===== src/rtl/mux1hot_rr_arbiter3.sv =====
// Three-way round-robin arbiter that locks the grant for a whole packet (or MAX_BEATS beats).
// Grant/state are registered; the data path is a combinational one-hot 3:1 mux.
module mux1hot_rr_arbiter3 #(
  parameter int unsigned WIDTH     = 8,
  parameter int unsigned MAX_BEATS = 16
) (
  input  logic             clk,
  input  logic             rst,
  input  logic             in0_valid,
  input  logic [WIDTH-1:0] in0_data,
  input  logic             in0_last,
  output logic             in0_ready,
  input  logic             in1_valid,
  input  logic [WIDTH-1:0] in1_data,
  input  logic             in1_last,
  output logic             in1_ready,
  input  logic             in2_valid,
  input  logic [WIDTH-1:0] in2_data,
  input  logic             in2_last,
  output logic             in2_ready,
  output logic             out_valid,
  output logic [WIDTH-1:0] out_data,
  output logic             out_last,
  input  logic             out_ready,
  output logic [2:0]       grant,
  output logic             busy
);

  typedef enum logic {S_IDLE, S_LOCKED} state_t;

  localparam bit         LIMIT_EN = (MAX_BEATS != 0);
  localparam logic [7:0] LAST_CNT = (MAX_BEATS == 0) ? 8'd0 : 8'(MAX_BEATS - 1);

  state_t     state_q;
  logic [2:0] grant_q;
  logic [1:0] prio_q;
  logic [7:0] cnt_q;

  logic [2:0]       in_valid;
  logic [2:0]       in_last;
  logic [WIDTH-1:0] in_data [3];

  assign in_valid   = {in2_valid, in1_valid, in0_valid};
  assign in_last    = {in2_last, in1_last, in0_last};
  assign in_data[0] = in0_data;
  assign in_data[1] = in1_data;
  assign in_data[2] = in2_data;

  // Rotate requests so the priority holder sits at bit 0, pick first, rotate back.
  function automatic logic [2:0] pick(input logic [2:0] v, input logic [1:0] p);
    logic [2:0] r;
    logic [2:0] o;
    case (p)
      2'd1:    r = {v[0], v[2], v[1]};
      2'd2:    r = {v[1], v[0], v[2]};
      default: r = v;
    endcase
    if (r[0])      o = 3'b001;
    else if (r[1]) o = 3'b010;
    else if (r[2]) o = 3'b100;
    else           o = 3'b000;
    case (p)
      2'd1:    pick = {o[1], o[0], o[2]};
      2'd2:    pick = {o[0], o[2], o[1]};
      default: pick = o;
    endcase
  endfunction

  logic [2:0]       win_oh;
  logic [1:0]       prio_d;
  logic             sel_valid;
  logic             sel_last;
  logic [WIDTH-1:0] sel_data;
  logic             forced_last;
  logic             hs;

  assign win_oh = pick(in_valid, prio_q);

  always_comb begin
    prio_d = 2'd0;
    if (grant_q[0]) prio_d = 2'd1;
    if (grant_q[1]) prio_d = 2'd2;
  end

  // grant_q is zero outside LOCKED, so every term collapses to zero when idle.
  always_comb begin
    sel_valid = 1'b0;
    sel_last  = 1'b0;
    sel_data  = '0;
    for (int i = 0; i < 3; i++) begin
      sel_valid = sel_valid | (grant_q[i] & in_valid[i]);
      sel_last  = sel_last  | (grant_q[i] & in_last[i]);
      sel_data  = sel_data  | ({WIDTH{grant_q[i] & in_valid[i]}} & in_data[i]);
    end
  end

  assign forced_last = LIMIT_EN && (state_q == S_LOCKED) && (cnt_q == LAST_CNT);

  assign out_valid = sel_valid;
  assign out_data  = sel_data;
  assign out_last  = sel_last | forced_last;
  assign in0_ready = grant_q[0] & out_ready;
  assign in1_ready = grant_q[1] & out_ready;
  assign in2_ready = grant_q[2] & out_ready;
  assign hs        = out_valid & out_ready;
  assign grant     = grant_q;
  assign busy      = (state_q == S_LOCKED);

  always_ff @(posedge clk) begin
    if (rst) begin
      state_q <= S_IDLE;
      grant_q <= 3'b000;
      prio_q  <= 2'd0;
      cnt_q   <= 8'd0;
    end else if (state_q == S_IDLE) begin
      if (|win_oh) begin
        state_q <= S_LOCKED;
        grant_q <= win_oh;
        cnt_q   <= 8'd0;
      end
    end else if (hs) begin
      if (out_last) begin
        state_q <= S_IDLE;
        grant_q <= 3'b000;
        prio_q  <= prio_d;
        cnt_q   <= 8'd0;
      end else if (cnt_q != 8'hFF) begin
        cnt_q <= cnt_q + 8'd1;
      end
    end
  end

endmodule


===== config.mk =====
export PLATFORM = sky130hd
export DESIGN_NAME = mux1hot_rr_arbiter3
export DESIGN_NICKNAME = d
export VERILOG_FILES = /design/src/rtl/mux1hot_rr_arbiter3.sv
export SDC_FILE = /design/constraint.sdc
export NUM_CORES = 1
export LEC_CHECK = 0
export CAP_MARGIN = 5
export CORE_UTILIZATION = 45
export DETAILED_ROUTE_END_ITERATION = 7
export GPL_TIMING_DRIVEN = 0
export PLACE_DENSITY_LB_ADDON = 0.3
export SLEW_MARGIN = 25
export SYNTH_ARGS = -nofsm -noshare
export SYNTH_HDL_FRONTEND = slang
export SYNTH_SLANG_ARGS = --single-unit

===== constraint.sdc =====
create_clock -name clk -period 3.8 [get_ports clk]
set_input_delay 0.95 -clock clk [delete_from_list [all_inputs] [get_ports clk]]
set_output_delay 0.95 -clock clk [all_outputs]
set_load 0.1 [all_outputs]

Word level (Yosys, flattened, before mapping)
Cells that the tools add are included.
- bits of input ports: 33
- flip-flop bits (word level): 14
- logic and storage cells: 58
- add/subtract/negate cells: 1
- equality and inequality tests: 7
- bitwise gates (word level): 20
- reduce and logical (&&, ||, !) cells: 6
- mux-type cells: 20
- operators with widths (kind ; number):
    8-bit two-way mux ; 5
    8-bit bitwise AND ; 3
    3-bit two-way mux ; 7
    8-bit bitwise OR ; 2
    3-bit one-hot mux with 2 select lines ; 2
    1-bit bitwise AND ; 10
    3-bit AND reduction ; 3
    8-bit by 1-bit adder with 8-bit output (second input constant) ; 1
    8-bit by 4-bit == test with 1-bit output (second input constant) ; 1
    8-bit != test (second input constant) ; 1
    1-bit two-way mux ; 5
    1-bit bitwise OR ; 5
    3-bit by 2-bit != test with 1-bit output (second input constant) ; 1
    3-bit OR reduction ; 1
    2-bit by 1-bit == test with 1-bit output (second input constant) ; 1
    2-bit == test (second input constant) ; 1
    2-bit two-way mux ; 1
    2-bit by 1-bit != test with 1-bit output (second input constant) ; 1
    2-bit != test (second input constant) ; 1
    2-bit nonzero test ; 1
    1-bit logical AND ; 1

Longest topological paths before layout
Gate-level depths: netlist (run 1).
- depth in word-level cells: 9
- gate-level depth with buffers: 7
- gate-level depth less buffers: 6

Worst setup path before layout (run 1)
Ideal clock, no wire load.
- path kind: register -> output
- start: reg state_q (netlist: busy)
- end: out out_last
- cell stages (with the launch flop): 3
- required time: 2.850 ns
- setup slack: -0.759 ns
- data arrival time: 3.609 ns
- cells stage by stage: dfxtp_1 inv_1 o31ai_1
- longest elaborated chain between the ends: 2
- RTL lines (item ; RTL line ; text):
    start: declaration ; 34 ; state_t state_q;
    start signal: assignment ; 111 ; state_q <= S_IDLE;
    start signal: assignment ; 117 ; state_q <= S_LOCKED;
    start signal: assignment ; 123 ; state_q <= S_IDLE;
    1-bit logical AND ; 97 ; assign forced_last = LIMIT_EN && (state_q == S_LOCKED) && (cnt_q == LAST_CNT);
    1-bit bitwise OR ; 101 ; assign out_last = sel_last | forced_last;
    end: declaration ; 23 ; output logic out_last,
No other way between the ends.

Worst setup path in the final report (run 1)
- start: in out_ready
- end: out in1_ready
- longest elaborated chain between the ends: 1
- RTL lines (item ; RTL line ; text):
    start: declaration ; 24 ; input logic out_ready,
    1-bit bitwise AND ; 103 ; assign in1_ready = grant_q[1] & out_ready;
    end: declaration ; 16 ; output logic in1_ready,
No other way between the ends.

==> results of run 1 <==
-- power breakdown --
part           switching, mW  internal (mW)  total [mW]  leakage [nW]
clock                 0.0506         0.0584       0.109        0.0210
combinational          0.126         0.0605       0.186         0.522
sequential           0.00680          0.150       0.157         0.114
total                  0.183          0.269       0.452         0.656
-- layout by cell type (no fill, tap or decap), types with 3 or more instances in the layout --
| cell | instances |
|---|---|
| buf_2 | 10 |
| o32ai_1 | 7 |
| ha_1 | 3 |
| nand2_1 | 25 |
| inv_1 | 11 |
| nor2_1 | 6 |
| and2_1 | 9 |
| clkbuf_1 | 5 |
| a211oi_1 | 3 |
| clkdlybuf4s50_1 | 39 |
| a22oi_1 | 9 |
| clkbuf_4 | 3 |
| dfxtp_1 | 14 |
| nand3_1 | 7 |
-- through the flow --
stage	cells	hold slack (ps)	worst slack, ps	power, mW	area (sq um)
final	227	508.2	78.43	0.4524	1634
after global routing	227	533.2	28.63	0.4699	1634
after CTS	227	512.9	10.51	0.4531	1688
after detailed placement	223	501.5	-561.4	0.3517	1644
after global placement	223	472.3	-513.9	0.3482	1644
after floorplan	146	455.2	109.3	0.2818	1119
-- state kept, by name, indices dropped and copies added, names as in the netlist --
name / flops
busy: 1
prio_q: 2
grant: 3
cnt_q: 8
-- tightest hold or removal path, stage by stage (launching register included) --
cell,delay (ps)
dfxtp_1,340
nand2_1,60
mux2i_1,60
-- cell type report --
class                      instances  area [sq um]  area share (%)
buffer                            10         45.04           2.757
clock buffer                       4         36.28           2.221
inverter                          11         41.29           2.527
multi-input combinational        111         752.0           46.02
sequential                        14         280.3           17.15
tap                               28         35.03           2.144
timing repair buffer              49         444.2           27.18
-- worst max-delay path by stage --
stage                     cells past startpoint       from  slack (ps)           to
final                                         3  out_ready          80    in1_ready
after detailed placement                      6  in2_valid        -560  out_data[5]
after global placement                        6  in2_valid        -510  out_data[4]
after global routing                          6  in2_valid          30  out_data[2]
after floorplan                               2       busy         110     out_last
after CTS                                     6  in2_valid          10  out_data[5]
-- routing by layer --
layer | part of all wire [%] | GRT usage [%]
met1 | 42 | 36.30
met2 | 48 | 51.73
met3 | 7.8 | 6.140
met4 | 1.7 | 11.26
met5 | 0 | 0
-- cell families after synthesis --
kind of cell / after synthesis / share of synthesized area [%]
AO/OA/AOI/OAI: 41 / 31.12
adder cells (fa/ha/maj): 3 / 3.371
buffers and inverters: 21 / 7.753
flip-flops: 14 / 25.17
multiplexers: 2 / 1.798
AND/OR/NAND/NOR: 65 / 30.79
-- timing repair --
action                     in CTS  in global routing
buffers inserted                0                  0
setup endpoints to repair      10                  9
hold buffers                    0                  0
resized for setup              26                 18
==> results.txt, run 1 <==
Total Routing Usage GR: 30.00%
Leak Pwr: 0.6565 nW
Slew headroom: 35.54%
Die ar.: 2678 sq um
FF-to-FF setup slack: 1680 ps
outcome: complete, no violations
Nets: 236
Worst path slowest cell: clkdlybuf4s50_1
CP bufs+invs: 2
Post-Route WL: 3652 um
first-pass GRT wire length: 6044 um
Hold Crit Class: reg2reg
DR vias/cell: 6.066
WHS Endpoint: cnt_q[1]
reg2reg end: cnt_q[0]
Vias: 1377
CP most frequent cell: clkdlybuf4s50_1
top-count cell post-synth: nand2_1
CP arrival: 2770 ps
ant diodes: 0
CP delay by family, top: buffers and inverters
P per Cell Area: 276.8 nW/um^2
Worst Hold Launch: cnt_q[1]
antenna-violating nets left: 0
post-synth cell types: 47
Crit Path Max Fanout: 4
Vert. Die Dim: 51.75 um
Top FF cell, synth: dfxtp_1
clock sink count: 14
initial antenna violation count: 0
top post-synthesis cells by area: dfxtp_1 25%, nand2_1 8.4%, a22oi_1 6.1%
clock buffer depth: 2
overflow left after global routing: 0
top post-synthesis cells by count: 25 x nand2_1, 14 x dfxtp_1, 11 x inv_1
sequential fraction of the synthesis area: 25.17%
clk_skew: 4.845 ps
DR iter-0 viols: 81
Max VDD drop: 255.1 uV
actual slew at the worst max-slew pin: 963.9 ps
critical path endpoint category: primary output
Syn Inst Count: 146
First-pass DRT Iterations: 4
WS Path Type: in2out
largest net degree at the start of global routing: 11
CP startpoint kind: primary input
period utilization: 97.94%
TritonCTS clock tree: built
Synth Cell Area: 1114 sq um
post-synth top area share: 25.17%
CP max stage delay: 1130 ps
count of pins on the block boundary: 50
CTS HTree Levels: 1
reg2reg path depth: 4
final worst path period need: 3722 ps
Final Util: 71.80%
Die X: 51.75 um
cell taking the most area after synthesis: dfxtp_1
unrepaired setup endpoints after global routing: false
Syn. warnings: 0
Pins Over Slew Limit: 0
GPL Wtd Cong: 0.9088
critical path required time: 2850 ps
clk_lat worst skew: 290 ps
syn_area_per_cell: 7.627 sq um
Root Buffer Master: clkbuf_4
CORE AREA: 2276 sq um
asr flop ratio synth: 0%
Final setup viols: 0
setup_tns: 0 ps
area delta synth->final: 46.74%
Port-buffer cells: 49
Worst Hold Depth: 2
share of cells above drive strength 1: 13.57%
Fill cells: 192
CP cell instances: clkdlybuf4s50_1 -> and2_1 -> clkdlybuf4s50_1
# rows: 17
Post-synth EDFFs: 0
Initial Utilization: 48.93%
Synth Net Count: 182
vias in the first global route: 1338
DRC: 0
placed wire-length estimate: 2827 um
final hold violations: 0
Worst R2R Start: grant[1]
fmax: 268.7 MHz
synthesized flop and latch total: 14
TritonCTS Buffers: 3
max-cap violation count: 0
CTS clk-pin slew, worst paths: 80 ps
WL per Instance: 16.09 um
Note: power is estimated with default switching activity, not from simulation.
==> run 2: changes to the inputs <==
--- a/config.mk
+++ b/config.mk
@@ -6,7 +6,9 @@
 export NUM_CORES = 1
 export LEC_CHECK = 0
 export CAP_MARGIN = 5
-export CORE_UTILIZATION = 45
+export CORE_MARGIN = 4
+export CORE_UTILIZATION = 46
+export CTS_BUF_LIST = sky130_fd_sc_hd__clkbuf_8
 export DETAILED_ROUTE_END_ITERATION = 7
 export GPL_TIMING_DRIVEN = 0
 export PLACE_DENSITY_LB_ADDON = 0.3
==> run 2 against run 1 <==
  * Sequential share of layout area decreased by 0.23 points
  * Flip-flop and latch count unchanged
  * Largest cell class unchanged
  * Via count is 1.5% lower
  * Utilization is 1.7 points higher
  * Critical path type unchanged
  * Worst setup slack got worse by 17 ps
==> results.txt, run 2 (synthesis results as in run 1) <==
Crit Path Max Fanout: 4
actual slew at the worst max-slew pin: 981.1 ps
initial antenna violation count: 0
GPL Wtd Cong: 0.8856
Critical Path Start: in1_last
Max VDD drop: 217.8 uV
fmax: 267.5 MHz
CTS HTree Levels: 1
first-pass GRT wire length: 6175 um
First-pass DRT Iterations: 5
Vert. Die Dim: 57.20 um
GR Layer Usage met3: 4.751%
Final Util: 73.47%
P per Cell Area: 296.1 nW/um^2
Leak Pwr: 0.6670 nW
area delta synth->final: 48.76%
ant diodes: 0
Port-buffer cells: 49
Top reg by flops: cnt_q
Initial Utilization: 49.39%
max-cap violation count: 0
largest net degree at the start of global routing: 11
Setup WS pre-CTS: -547.6 ps
critical path endpoint category: primary output
clock sink count: 14
crit path to: out_last
Vias: 1356
most frequent cells in the layout: 39 x clkdlybuf4s50_1, 25 x nand2_1, 14 x dfxtp_1
clock buffer depth: 2
CP startpoint kind: primary input
CP arrival: 2790 ps
layer with the highest usage: met2
WS Path Type: in2out
final hold violations: 0
Post-Route WL: 3703 um
post-cts hold buffer count: 0
Pins Over Slew Limit: 0
reg2reg path depth: 4
most common cell after layout, fill and taps aside: clkdlybuf4s50_1
Root Buffer Master: clkbuf_8
TritonCTS clock tree: built
DR iter-0 viols: 48
FF-to-FF setup slack: 1730 ps
clk_lat worst skew: 250 ps
clk_skew: 1.199 ps
max reg flops: 8
antenna-violating nets left: 0
DR vias/cell: 5.974
WL per Instance: 16.31 um
setup ws final: 61.28 ps
vias in the first global route: 1310
Slew headroom: 34.39%
placed wire-length estimate: 2822 um
# rows: 17
Design Power: 0.4905 mW
TritonCTS Buffers: 3
critical path required time: 2850 ps
Die X: 57.20 um
Die ar.: 3272 sq um
unrepaired setup endpoints after global routing: false
share of cells above drive strength 1: 13.07%
final worst path period need: 3739 ps
Worst R2R Start: grant[1]
Final setup viols: 0
overflow left after global routing: 0
Total Routing Usage GR: 23.18%
met2 Resource Use GR: 38.99%
period utilization: 98.39%
DRC: 0
CORE AREA: 2255 sq um
reg2reg end: cnt_q[0]
Hold Crit Class: reg2reg
outcome: complete, no violations
CTS clk-pin slew, worst paths: 60 ps
met1 Usage GRT: 29.88%
Nets: 236
count of pins on the block boundary: 50
-- run 2: cell types whose count changed in the layout (fill, tap and decap cells not counted), sizes merged --
cell	change
clkbuf	-1
dlygate4sd2	+1
-- run 2: critical path, stage by stage --
cell             delay [ps]
clkdlybuf4s50_1         400
a222oi_1                610
o31ai_2                 190
dlygate4sd2_1           640
-- run 2: how the worst min path moves through the flow --
stage / start / endpoint / slack, ps / depth (start not counted)
detailed placement: prio_q[1] / prio_q[1] / 490 / 2
global route: prio_q[1] / prio_q[1] / 520 / 2
CTS: prio_q[1] / prio_q[1] / 500 / 2
finish: cnt_q[1] / cnt_q[1] / 500 / 2
global placement: cnt_q[1] / cnt_q[1] / 470 / 2
floorplan: prio_q[1] / prio_q[1] / 460 / 2
-- run 2: cell type report --
cell class / count / area [sq um]
timing repair buffer: 49 / 447.9
inverter: 11 / 41.29
multi-input combinational: 111 / 752.0
sequential: 14 / 280.3
buffer: 10 / 45.04
clock buffer: 4 / 55.05
tap: 28 / 35.03
fill: 183 / 598.1
-- run 2: routing by layer --
layer,share of wire [%],up-vias,wire length (um)
met5,0,-,0
met2,48,76,1770
li1,-,661,-
met4,0.51,0,19
met1,43,617,1601
met3,8.4,2,312
-- run 2: timing repair --
action,4_1_cts,5_1_grt
resized for setup,26,16
hold endpoints to repair,0,0
setup endpoints to repair,10,8
setup buffers,0,0
-- run 2: report_power, final --
part	total, mW	switching, mW	internal, mW
registers	0.157	0.00663	0.151
logic	0.186	0.125	0.0609
clock network	0.147	0.0554	0.0919
total	0.490	0.187	0.303
-- run 2: through the flow --
| step | std cells | TNS [ps] | area, sq um | hold WS (ps) |
|---|---|---|---|---|
| CTS | 227 | 0 | 1707 | 497.2 |
| global route | 227 | 0 | 1657 | 520.3 |
| floorplan | 146 | 0 | 1119 | 455.2 |
| finish | 227 | 0 | 1657 | 496.2 |
| global placement | 223 | -4490 | 1644 | 472.7 |
| detailed placement | 223 | -4697 | 1644 | 489.3 |
==> run 3: changes to the inputs <==
==> constraint.sdc (replaced) <==
create_clock -name clk -period 3.8 [get_ports clk]
set_input_delay 1.14 -clock clk [delete_from_list [all_inputs] [get_ports clk]]
set_output_delay 1.14 -clock clk [all_outputs]
set_load 0.1 [all_outputs]
==> run 3 against run 2 <==
  * Combinational power grew 3%
  * Cell area up 0.91%
  * Non-clock buffer count is 1 lower
  * Worst setup slack worse by 30 ps
  * Maximum frequency is 0.78% lower
  * Via count rose by 3.1%
  * Clock skew barely moved
  * Critical path type unchanged
  * Critical endpoint unchanged
  * Highest routed layer unchanged
==> results.txt, run 3 (synthesis results as in run 1) <==
clock sink count: 14
Top reg by flops: cnt_q
max-cap violation count: 0
critical path endpoint category: primary output
Post-Route WL: 3744 um
Total Routing Usage GR: 22.88%
Setup WS pre-CTS: -896.5 ps
worst hold margin: 488.7 ps
GPL Wtd Cong: 0.9051
met1 Usage GRT: 29.59%
Initial Utilization: 49.39%
clock buffer depth: 2
P per Cell Area: 284.5 nW/um^2
first-pass GRT wire length: 5961 um
final hold violations: 0
WL per Instance: 16.64 um
First-pass DRT Iterations: 4
largest net degree at the start of global routing: 11
Die X: 57.20 um
DP Cell Count: 223
DR vias/cell: 6.213
share of cells above drive strength 1: 16.24%
CORE AREA: 2255 sq um
DRC: 0
count of pins on the block boundary: 50
Die ar.: 3272 sq um
CP startpoint kind: primary input
most frequent cells in the layout: 36 x clkdlybuf4s50_1, 25 x nand2_1, 14 x dfxtp_1
# rows: 17
antenna-violating nets left: 0
Root Buffer Master: clkbuf_8
CTS clk-pin slew, worst paths: 60 ps
Vert. Die Dim: 57.20 um
DR iter-0 viols: 116
Port-buffer cells: 49
area delta synth->final: 50.11%
critical path required time: 2660 ps
final worst path period need: 3768 ps
outcome: complete, no violations
placed wire-length estimate: 2816 um
fmax: 265.4 MHz
Leak Pwr: 0.6654 nW
overflow left after global routing: 0
clk_lat worst skew: 250 ps
initial antenna violation count: 0
most common cell after layout, fill and taps aside: clkdlybuf4s50_1
met2 Resource Use GR: 37.03%
Pins Over Slew Limit: 0
Final setup viols: 0
Slew headroom: 34.15%
TritonCTS clock tree: built
vias in the first global route: 1230
post-cts hold buffer count: 0
Max VDD drop: 296.4 uV
WS Path Type: in2out
FF-to-FF setup slack: 1670 ps
Vias: 1398
CTS HTree Levels: 1
Crit Path Max Fanout: 3
GR Layer Usage met3: 5.204%
TritonCTS Buffers: 3
layer with the highest usage: met2
unrepaired setup endpoints after global routing: false
period utilization: 99.17%
Nets: 235
setup ws final: 31.73 ps
fin cells: 225
actual slew at the worst max-slew pin: 984.7 ps
max reg flops: 8
CP arrival: 2630 ps
clk_skew: 1.023 ps
Hold Crit Class: reg2reg
ant diodes: 0
[run 3: final cells by class]
cell class	count	area, sq um
flip-flops and latches	14	280.3
multi-input cells	111	763.2
plain buffers	7	33.78
inverters	11	41.29
clock buffers	3	41.29
fillers	183	583.1
repair buffers	51	476.7
well taps	28	35.03
[run 3: per-stage QoR]
stage	power (mW)	cell area [sq um]	TNS [ps]	util [%]
after global placement	0.3499	1653	-9090	73.31
after global routing	0.4969	1672	0	74.14
final	0.4756	1672	0	74.14
after floorplan	0.2829	1127	0	-
after detailed placement	0.3522	1653	-9139	73.31
after CTS	0.4769	1674	0	74.25
[run 3: report_power, final]
part / total (mW) / internal, mW / switching, mW / leakage [nW]
Sequential: 0.158 / 0.151 / 0.00675 / 0.114
Combinational: 0.192 / 0.0660 / 0.126 / 0.530
Clock: 0.126 / 0.0704 / 0.0553 / 0.0216
Total: 0.476 / 0.287 / 0.188 / 0.665
[run 3: repair_timing]
action,in CTS,in global routing
endpoints found under the setup margin,13,11
pin swaps,1,0
setup buffers,2,0
resized for setup,59,6
[run 3: path summary, 6_finish.rpt]
| check | start | end | cells past startpoint |
|---|---|---|---|
| worst max-delay path | in1_last | out_last | 5 |
| worst min-delay path | prio_q[1] | prio_q[1] | 2 |
| worst max register to register | grant[1] | cnt_q[0] | 7 |
| worst min register to register | prio_q[1] | prio_q[1] | 2 |
[run 3: critical path: stages]
cell	delay, ps
clkdlybuf4s50_1	400
a222oi_1	340
buf_4	190
o31ai_4	80
clkdlybuf4s15_2	470
[run 3: routing by layer]
metal,wire (um),vias up,part of all wire [%]
met4,62,0,1.7
met2,1689,99,45
met3,358,7,9.6
met1,1634,637,44
li1,-,655,-
met5,0,-,0
